`config.mk`:
```
export PLATFORM = sky130hd
export DESIGN_NAME = output_serializer
export DESIGN_NICKNAME = d
export VERILOG_FILES = /design/src/rtl/output_serializer_pkg.sv /design/src/rtl/output_serializer_fifo.sv /design/src/rtl/output_serializer.sv
export SDC_FILE = /design/constraint.sdc
export NUM_CORES = 1
export LEC_CHECK = 0
export CORE_UTILIZATION = 40
export DETAILED_ROUTE_END_ITERATION = 16
export GPL_ROUTABILITY_DRIVEN = 0
export MAX_ROUTING_LAYER = met4
export SLEW_MARGIN = 5
export SYNTH_ARGS = -nofsm -noshare
export SYNTH_HDL_FRONTEND = slang
export SYNTH_HIERARCHICAL = 1
export SYNTH_SLANG_ARGS = --single-unit
```
`constraint.sdc`:
```
create_clock -name clk -period 9.2 [get_ports clk]
set_input_delay 1.84 -clock clk [delete_from_list [all_inputs] [get_ports clk]]
set_output_delay 1.84 -clock clk [all_outputs]
set_load 0.05 [all_outputs]
```
`src/rtl/output_serializer_pkg.sv`:
```
// output_serializer_pkg: shared types and constants for the trace egress serializer.
package output_serializer_pkg;
  localparam int DEF_N = 8;
  localparam int DEF_DATA_WIDTH = 32;
  localparam int DEF_OB_DEPTH = 4;
  localparam int DROP_CNT_W = 16;
  typedef enum logic {S_IDLE, S_SEND} ser_state_e;
  typedef struct packed {
    logic eof;
    logic [DEF_N-1:0][DEF_DATA_WIDTH-1:0] payload;
  } vec_entry_t;
endpackage

```
`src/rtl/output_serializer_fifo.sv`:
```
// sync_vector_fifo: single-clock vector queue with wrap-bit pointers for full/empty.
module sync_vector_fifo #(
  parameter int DEPTH = 4,
  parameter int W = 8
) (
  input  logic                         clk,
  input  logic                         reset,
  input  logic                         push_i,
  input  logic                         pop_i,
  input  logic [W-1:0]                 wdata_i,
  output logic [W-1:0]                 rdata_o,
  output logic                         full_o,
  output logic                         empty_o,
  output logic [$clog2(DEPTH+1)-1:0]   count_o
);
  localparam int AW = $clog2(DEPTH);
  localparam logic [AW:0] ONE = (AW+1)'(1);
  logic [W-1:0] mem_q [DEPTH];
  logic [AW:0] wptr_q, rptr_q;
  always_ff @(posedge clk) begin
    if (reset) begin
      wptr_q <= '0;
      rptr_q <= '0;
    end else begin
      if (push_i && !full_o) wptr_q <= wptr_q + ONE;
      if (pop_i && !empty_o) rptr_q <= rptr_q + ONE;
    end
  end
  always_ff @(posedge clk) if (push_i && !full_o) mem_q[wptr_q[AW-1:0]] <= wdata_i;
  assign rdata_o = mem_q[rptr_q[AW-1:0]];
  assign empty_o = wptr_q == rptr_q;
  assign full_o = (wptr_q[AW] != rptr_q[AW]) && (wptr_q[AW-1:0] == rptr_q[AW-1:0]);
  assign count_o = wptr_q - rptr_q;
endmodule

```
`src/rtl/output_serializer.sv`:
```
// output_serializer: queues whole vectors and streams them out one word per handshake.
module output_serializer
  import output_serializer_pkg::*;
#(
  parameter int N = DEF_N,
  parameter int DATA_WIDTH = DEF_DATA_WIDTH,
  parameter int OB_DEPTH = DEF_OB_DEPTH
) (
  input  logic                           clk,
  input  logic                           reset,
  input  logic                           valid_in,
  input  logic                           eof_in,
  input  logic [DATA_WIDTH-1:0]          vector_in [N-1:0],
  output logic                           full_out,
  output logic [$clog2(OB_DEPTH+1)-1:0]  occupancy_out,
  output logic                           valid_out,
  input  logic                           ready_in,
  output logic [DATA_WIDTH-1:0]          data_out,
  output logic [$clog2(N)-1:0]           elem_idx_out,
  output logic                           last_out,
  output logic                           eof_out,
  output logic                           overflow_out,
  output logic [DROP_CNT_W-1:0]          drop_count_out
);
  localparam int IW = $clog2(N);
  localparam logic [IW-1:0] LAST_IDX = IW'(N-1);
  typedef struct packed {
    logic eof;
    logic [N-1:0][DATA_WIDTH-1:0] payload;
  } entry_t;
  entry_t in_entry, head, hold_q, hold_d;
  ser_state_e state_q, state_d;
  logic [IW-1:0] idx_q, idx_d;
  logic empty, push, pop, at_last, ovf_q;
  logic [DROP_CNT_W-1:0] drop_q;
  always_comb begin
    in_entry.eof = eof_in;
    for (int i = 0; i < N; i++) in_entry.payload[i] = vector_in[i];
  end
  sync_vector_fifo #(.DEPTH(OB_DEPTH), .W($bits(entry_t))) u_fifo (
    .clk(clk), .reset(reset), .push_i(push), .pop_i(pop), .wdata_i(in_entry),
    .rdata_o(head), .full_o(full_out), .empty_o(empty), .count_o(occupancy_out)
  );
  // Full is sampled before the edge, so a same-edge pop never rescues a push.
  assign push = valid_in && !full_out;
  assign at_last = state_q == S_SEND && ready_in && idx_q == LAST_IDX;
  assign pop = !empty && (state_q == S_IDLE || at_last);
  always_comb begin
    state_d = pop ? S_SEND : (at_last ? S_IDLE : state_q);
    hold_d = pop ? head : hold_q;
    idx_d = (pop || at_last) ? '0 : (state_q == S_SEND && ready_in) ? idx_q + IW'(1) : idx_q;
  end
  always_ff @(posedge clk) begin
    if (reset) begin
      state_q <= S_IDLE;
      hold_q <= '0;
      idx_q <= '0;
      ovf_q <= 1'b0;
      drop_q <= '0;
    end else begin
      state_q <= state_d;
      hold_q <= hold_d;
      idx_q <= idx_d;
      if (valid_in && full_out) begin
        ovf_q <= 1'b1;
        drop_q <= (&drop_q) ? drop_q : drop_q + DROP_CNT_W'(1);
      end
    end
  end
  assign valid_out = state_q == S_SEND;
  assign data_out = valid_out ? hold_q.payload[idx_q] : '0;
  assign elem_idx_out = idx_q;
  assign last_out = valid_out && idx_q == LAST_IDX;
  assign eof_out = last_out && hold_q.eof;
  assign overflow_out = ovf_q;
  assign drop_count_out = drop_q;
endmodule

```
After elaboration in Yosys (flattened, before gate mapping)

Memories as Yosys holds them, arrays and structs flattened. A register that Yosys moved wholly into a read port is not among the register bits.
Index checks and enable logic that the tools add are counted.

Output and inout bits: 59
Register bits after elaboration: 27
Bits in writable memories: 1,028
Memories kept: 1

Memories:

| memory       | depth | bits a word | rd ports | clocked after memory_dff | wr ports | line                         | source |
|---|---|---|---|---|---|---|---|
| u_fifo.mem_q | 4     | 257         | 1        | 1                        | 1        | output_serializer_fifo.sv:18 | `logic [W-1:0] mem_q [DEPTH];` |

Bitwise logic cells: 2
Reduce and logical (&&, ||, !) cells: 18
Eq/ne operators: 4
Multiplexer cells: 7
Order comparisons: 1
Add/subtract/negate cells: 5

Operators with widths:

| operator                                                              | number |
|---|---|
| 32-bit binary-select mux with 3-bit select                            | 1 |
| 32-bit 2-to-1 mux                                                     | 2 |
| 16-bit by 1-bit adder with 16-bit output (second input constant)      | 1 |
| 16-bit AND reduction                                                  | 1 |
| 1-bit logical AND                                                     | 10 |
| 3-bit by 1-bit adder with 3-bit output (second input constant)        | 3 |
| 3-bit by 4-bit < comparator with 1-bit output (second input constant) | 1 |
| 1-bit 2-to-1 mux                                                      | 4 |
| 3-bit equality test                                                   | 1 |
| 3-bit equality test (second input constant)                           | 1 |
| 3-bit subtractor                                                      | 1 |
| 2-bit equality test                                                   | 1 |
| 1-bit zero test                                                       | 2 |
| 1-bit logical OR                                                      | 2 |
| 1-bit inverter                                                        | 2 |
| 2-bit AND reduction                                                   | 1 |
| 2-bit nonzero test                                                    | 1 |
| 2-bit OR reduction                                                    | 1 |
| 1-bit != test                                                         | 1 |

Longest topological paths before layout

Depth in word-level cells: 7
Gate-level depth with buffers: 12
Depth with buffers taken out: 9

Modules after synthesis

Netlist, hierarchy kept.

By module, submodules not included:

| module            | area each (um^2) | cells an instance | times used |
|---|---|---|---|
| sync_vector_fifo  | 37,697.4         | 1,410             | 1 |
| output_serializer | 11,846.4         | 1,387             | 1 |

Worst setup path before layout

Ideal clock, no wire load.

Path kind: input-to-reg
Start point: input port valid_in
End point: memory u_fifo/mem_q[2][0] (netlist name) (enable)
Arrival time: 8,185 ps
Setup slack: 364 ps
Path buffers: 1
Stages: 4
Setup time: 651 ps
Path through: nor2b_1 > clkbuf_1 > o21a_1 > and2_1

Longest elaborated chain between the ends: 4

RTL lines:

| element                                | line                         | source |
|---|---|---|
| start, declared                        | output_serializer.sv:11      | `input logic valid_in,` |
| 1-bit logical AND                      | output_serializer.sv:45      | `assign push = valid_in && !full_out;` |
| 1-bit logical AND                      | output_serializer_fifo.sv:29 | `always_ff @(posedge clk) if (push_i && !full_o) mem_q[wptr_q[AW-1:0]] <= wdata_i;` |
| 1-bit 2-to-1 mux                       | output_serializer_fifo.sv:29 |  |
| 1-bit 2-to-1 mux (implied by the code) | output_serializer_fifo.sv:29 |  |
| end, declared                          | output_serializer_fifo.sv:18 |  |

No other way between the ends.

Final worst setup path

Start point: register idx_q[0] (netlist: elem_idx_out[0])
End point: output port data_out[15]

Longest elaborated chain between the ends: 3

RTL lines:

| element                                    | line                    | source |
|---|---|---|
| start, declared                            | output_serializer.sv:33 | `logic [IW-1:0] idx_q, idx_d;` |
| start signal, assigned                     | output_serializer.sv:63 | `idx_q <= idx_d;` |
| 32-bit binary-select mux with 3-bit select | output_serializer.sv:71 | `assign data_out = valid_out ? hold_q.payload[idx_q] : '0;` |
| 32-bit 2-to-1 mux (implied by the code)    | output_serializer.sv:71 |  |
| 32-bit 2-to-1 mux                          | output_serializer.sv:71 |  |
| end, declared                              | output_serializer.sv:18 | `output logic [DATA_WIDTH-1:0] data_out,` |

No other way between the ends. The select of a mux whose other input is x is not followed.

==> flow_metrics.py <==
metrics = {
    "clocking": {
        "path_clk_slew_ps": 60,
        "h-tree-depth": 4,
        "clock_sink_count": 1314,
        "cts_root_buffer": "clkbuf_16",
        "cts_hold_buf": 0,
        "gates_resized_cts_repair": 0,
        "cts_setup_buffers": 0,
        "later_pin_clock_latency_in_the_skew_report_ps": 740,
        "tritoncts": "done",
        "ctsLongestPathBuffers": 3,
        "tritoncts.num_buffers": 140,
    },
    "critical_path": {
        "cp_cell_sequence": "buf_4, mux4_2, mux2i_1, nor2b_1, clkdlybuf4s50_1",
        "worst_r2r_path_depth": 9,
        "cp_data_arrival_time_ps": 4130,
        "setup.worst_path.end_class": "output port",
        "worstSetupStartpointType": "flip-flop",
        "cp_max_fo": 46,
        "cp_slowest_stage_delay_ps": 920,
        "critical_path_required_ps": 7360,
        "worst-setup-path-type": "flip-flop to output port",
        "critical_path.slowest_cell": "clkdlybuf4s50_1",
    },
    "timing": {
        "slew_headroom_pct": 22.8,
        "grt_setup_unrepaired": "no",
        "slew_violations": 0,
        "post-route-period-util_pct": 64.8,
        "worst_clock_skew_ps": 23.0,
        "setup-tns-final_ps": 0,
        "worst_slew_pin_slew_ps": 1160,
        "f_max_ghz": 0.168,
        "final_hold_viol_count": 0,
        "report.final.setup_viol": 0,
        "final.min_clock_period_ps": 5970,
    },
    "routing": {
        "dr.first_iter.drc_count": 2245,
        "detail_route.first_pass.iterations": 6,
        "final_antenna_net_count": 0,
        "avgViaCountPerCell": 5.34,
        "post_drt_wl_per_cell_um": 25.2,
        "postRouteWirelength_um": 123000,
        "vias": 26067,
        "detail_route.drc_violations": 0,
    },
    "run": {
        "drv.max_cap_violation_count": 0,
    },
    "synth": {
        "synth_fp_nets": 3069,
        "ys_types": 55,
        "synthArstFlopShare_pct": 0,
        "cell_type_with_the_highest_aggregate_area_in_the_netlist": "edfxtp_1",
        "ys_ff_latch": 1314,
        "synth-main-ff-cell": "edfxtp_1",
        "syn_inst": 2797,
        "synth.area.top_cells": "edfxtp_1, mux4_2, dfxtp_1",
        "mappedNetlistArea_sq_mm": 0.0495,
        "synth_area_per_cell_sq_um": 17.7,
        "synth_largest_type_area_fraction_pct": 62.3,
        "synth-seq-area-share_pct": 73.9,
        "synth_edf_count": 1028,
        "synth_warnings": 6,
    },
    "die": {
        "rows": 128,
        "die_area_sq_mm": 0.125,
        "core_area_sq_mm": 0.122,
        "die_height_um": 354,
        "io-pin-count": 320,
        "initial_core_util_pct": 40.5,
        "die_x_um": 354,
    },
    "place": {
        "placedCellCount": 4595,
        "port_buffers": 319,
        "hpwl_um": 77400,
        "placement.cell_area_sq_mm": 0.0542,
    },
    "grt": {
        "first_global_vias": 26680,
        "antenna_found_initial": 32,
        "grtUsageTotal_pct": 20.3,
        "grt_start_max_net_pins": 136,
        "grt_pass1_wl_um": 182000,
        "grt_overflow": 0,
    },
    "cells_and_area": {
        "area_growth_pct": 18.6,
        "drive_gt1_share_pct": 17.8,
        "num-fill-cells": 10275,
        "post-route-util_pct": 48.0,
        "area_of_the_multi_input_gates_sq_mm": 0.0120,
        "most_frequent_standard_cell_in_the_layout_excluding_fill_and_tap_cells": "edfxtp_1",
        "design_area_final_sq_mm": 0.0588,
        "layout.nets": 3384,
        "ff_latch_area_sq_mm": 0.0366,
        "post_layout_nonfiller_instances": 4878,
        "final_cell_mix": "edfxtp_1, nand2_1, mux4_2",
    },
    "pwr": {
        "power.density_cell_area_mw_per_mm2": 320,
        "leakage_power_nw": 18.5,
        "ir_drop_uv": 291,
    },
    "worst_hold_path": {
        "worstHoldPathCells": 2,
        "hp-class": "flip-flop to flip-flop",
    },
    "outcome": {
        "run_status": "finished, final reports clean",
    },
}
-- logic make-up after synthesis --
| family | Yosys count | synth area share (%) |
|---|---|---|
| buf+inv | 180 | 1.92 |
| mux | 356 | 15.3 |
| compound gates | 299 | 3.16 |
| flops | 1314 | 73.9 |
| fa+ha+maj | 11 | 0.293 |
| simple gates | 633 | 5.38 |
| xor+xnor | 4 | 0.0707 |
-- through the flow --
stage	total power, mW	worst slack, ps	hold WS [ps]
after global placement	13.5	3950	440
after detailed placement	13.6	3960	447
after global routing	19.7	3040	468
after floorplan	12.0	364	432
after CTS	19.1	3160	453
final	18.8	3230	450
-- critical path, delay by kind of cell, from the launching register on --
family / cells / cell delay, ps
mux: 2 / 510
buf+inv: 2 / 1740
flops: 1 / 600
simple gates: 1 / 490
-- metal layers --
metal	track usage [%]	routed length (um)	up-vias
met3	4.38	8350	155
met1	27.3	53100	13565
met5	-	0	-
met4	5.13	2210	0
li1	-	-	11541
met2	31.6	59400	806
-- area by class of cell --
| type | instances | share of cell area [%] |
|---|---|---|
| well taps | 1625 | 3.46 |
| diodes | 25 | 0.106 |
| inverters | 8 | 0.0639 |
| repair buffers | 345 | 5.95 |
| clock buffers | 191 | 6.65 |
| flip-flops and latches | 1314 | 62.3 |
| clock inverters | 67 | 1.01 |
| multi-input cells | 1303 | 20.4 |
-- path summary, 6_finish.rpt --
| kind | startpoint | end | slack (ps) |
|---|---|---|---|
| max reg2reg | elem_idx_out[0] | hold_q[22] | 4650 |
| min | hold_q[114] | hold_q[114] | 450 |
| min reg2reg | hold_q[114] | hold_q[114] | 450 |
| max | elem_idx_out[0] | data_out[15] | 3230 |
-- synth_stat cells, types with 2 or more instances --
| library cell | number |
|---|---|
| xnor2_1 | 2 |
| and2_1 | 6 |
| nand4_1 | 6 |
| nor3b_1 | 7 |
| a31oi_1 | 2 |
| mux4_2 | 321 |
| clkbuf_1 | 78 |
| nor2b_1 | 37 |
| buf_1 | 5 |
| nor3_1 | 3 |
| a211o_1 | 2 |
| edfxtp_1 | 1028 |
| mux2i_1 | 33 |
| dfxtp_1 | 286 |
| nand3_1 | 9 |
| o31ai_1 | 4 |
| xor2_1 | 2 |
| a41oi_1 | 2 |
| or3_1 | 5 |
| buf_2 | 62 |
| or4_1 | 5 |
| nand2_1 | 530 |
| o21a_1 | 2 |
| inv_1 | 7 |
| and3_1 | 2 |
| ha_1 | 10 |
| buf_6 | 26 |
| and4_1 | 2 |
| nor2_1 | 8 |
| a21oi_1 | 271 |
| o311ai_0 | 2 |
| o21ai_0 | 8 |
| mux2_2 | 2 |
-- state kept, by name, summed over array words and instances (netlist names), named ones only --
| name | flops |
|---|---|
| drop_count_out | 16 |
| elem_idx_out | 3 |
| hold_q | 257 |
| overflow_out | 1 |
| u_fifo/mem_q | 1028 |
| u_fifo/rptr_q | 3 |
| u_fifo/wptr_q | 3 |
| valid_out | 1 |
-- power by group --
part / switching, mW / total [mW] / internal [mW]
clock network: 2.28 / 5.44 / 3.17
logic: 3.16 / 4.99 / 1.83
registers: 0.559 / 8.37 / 7.81
Note: power is estimated with default switching activity, not from simulation.
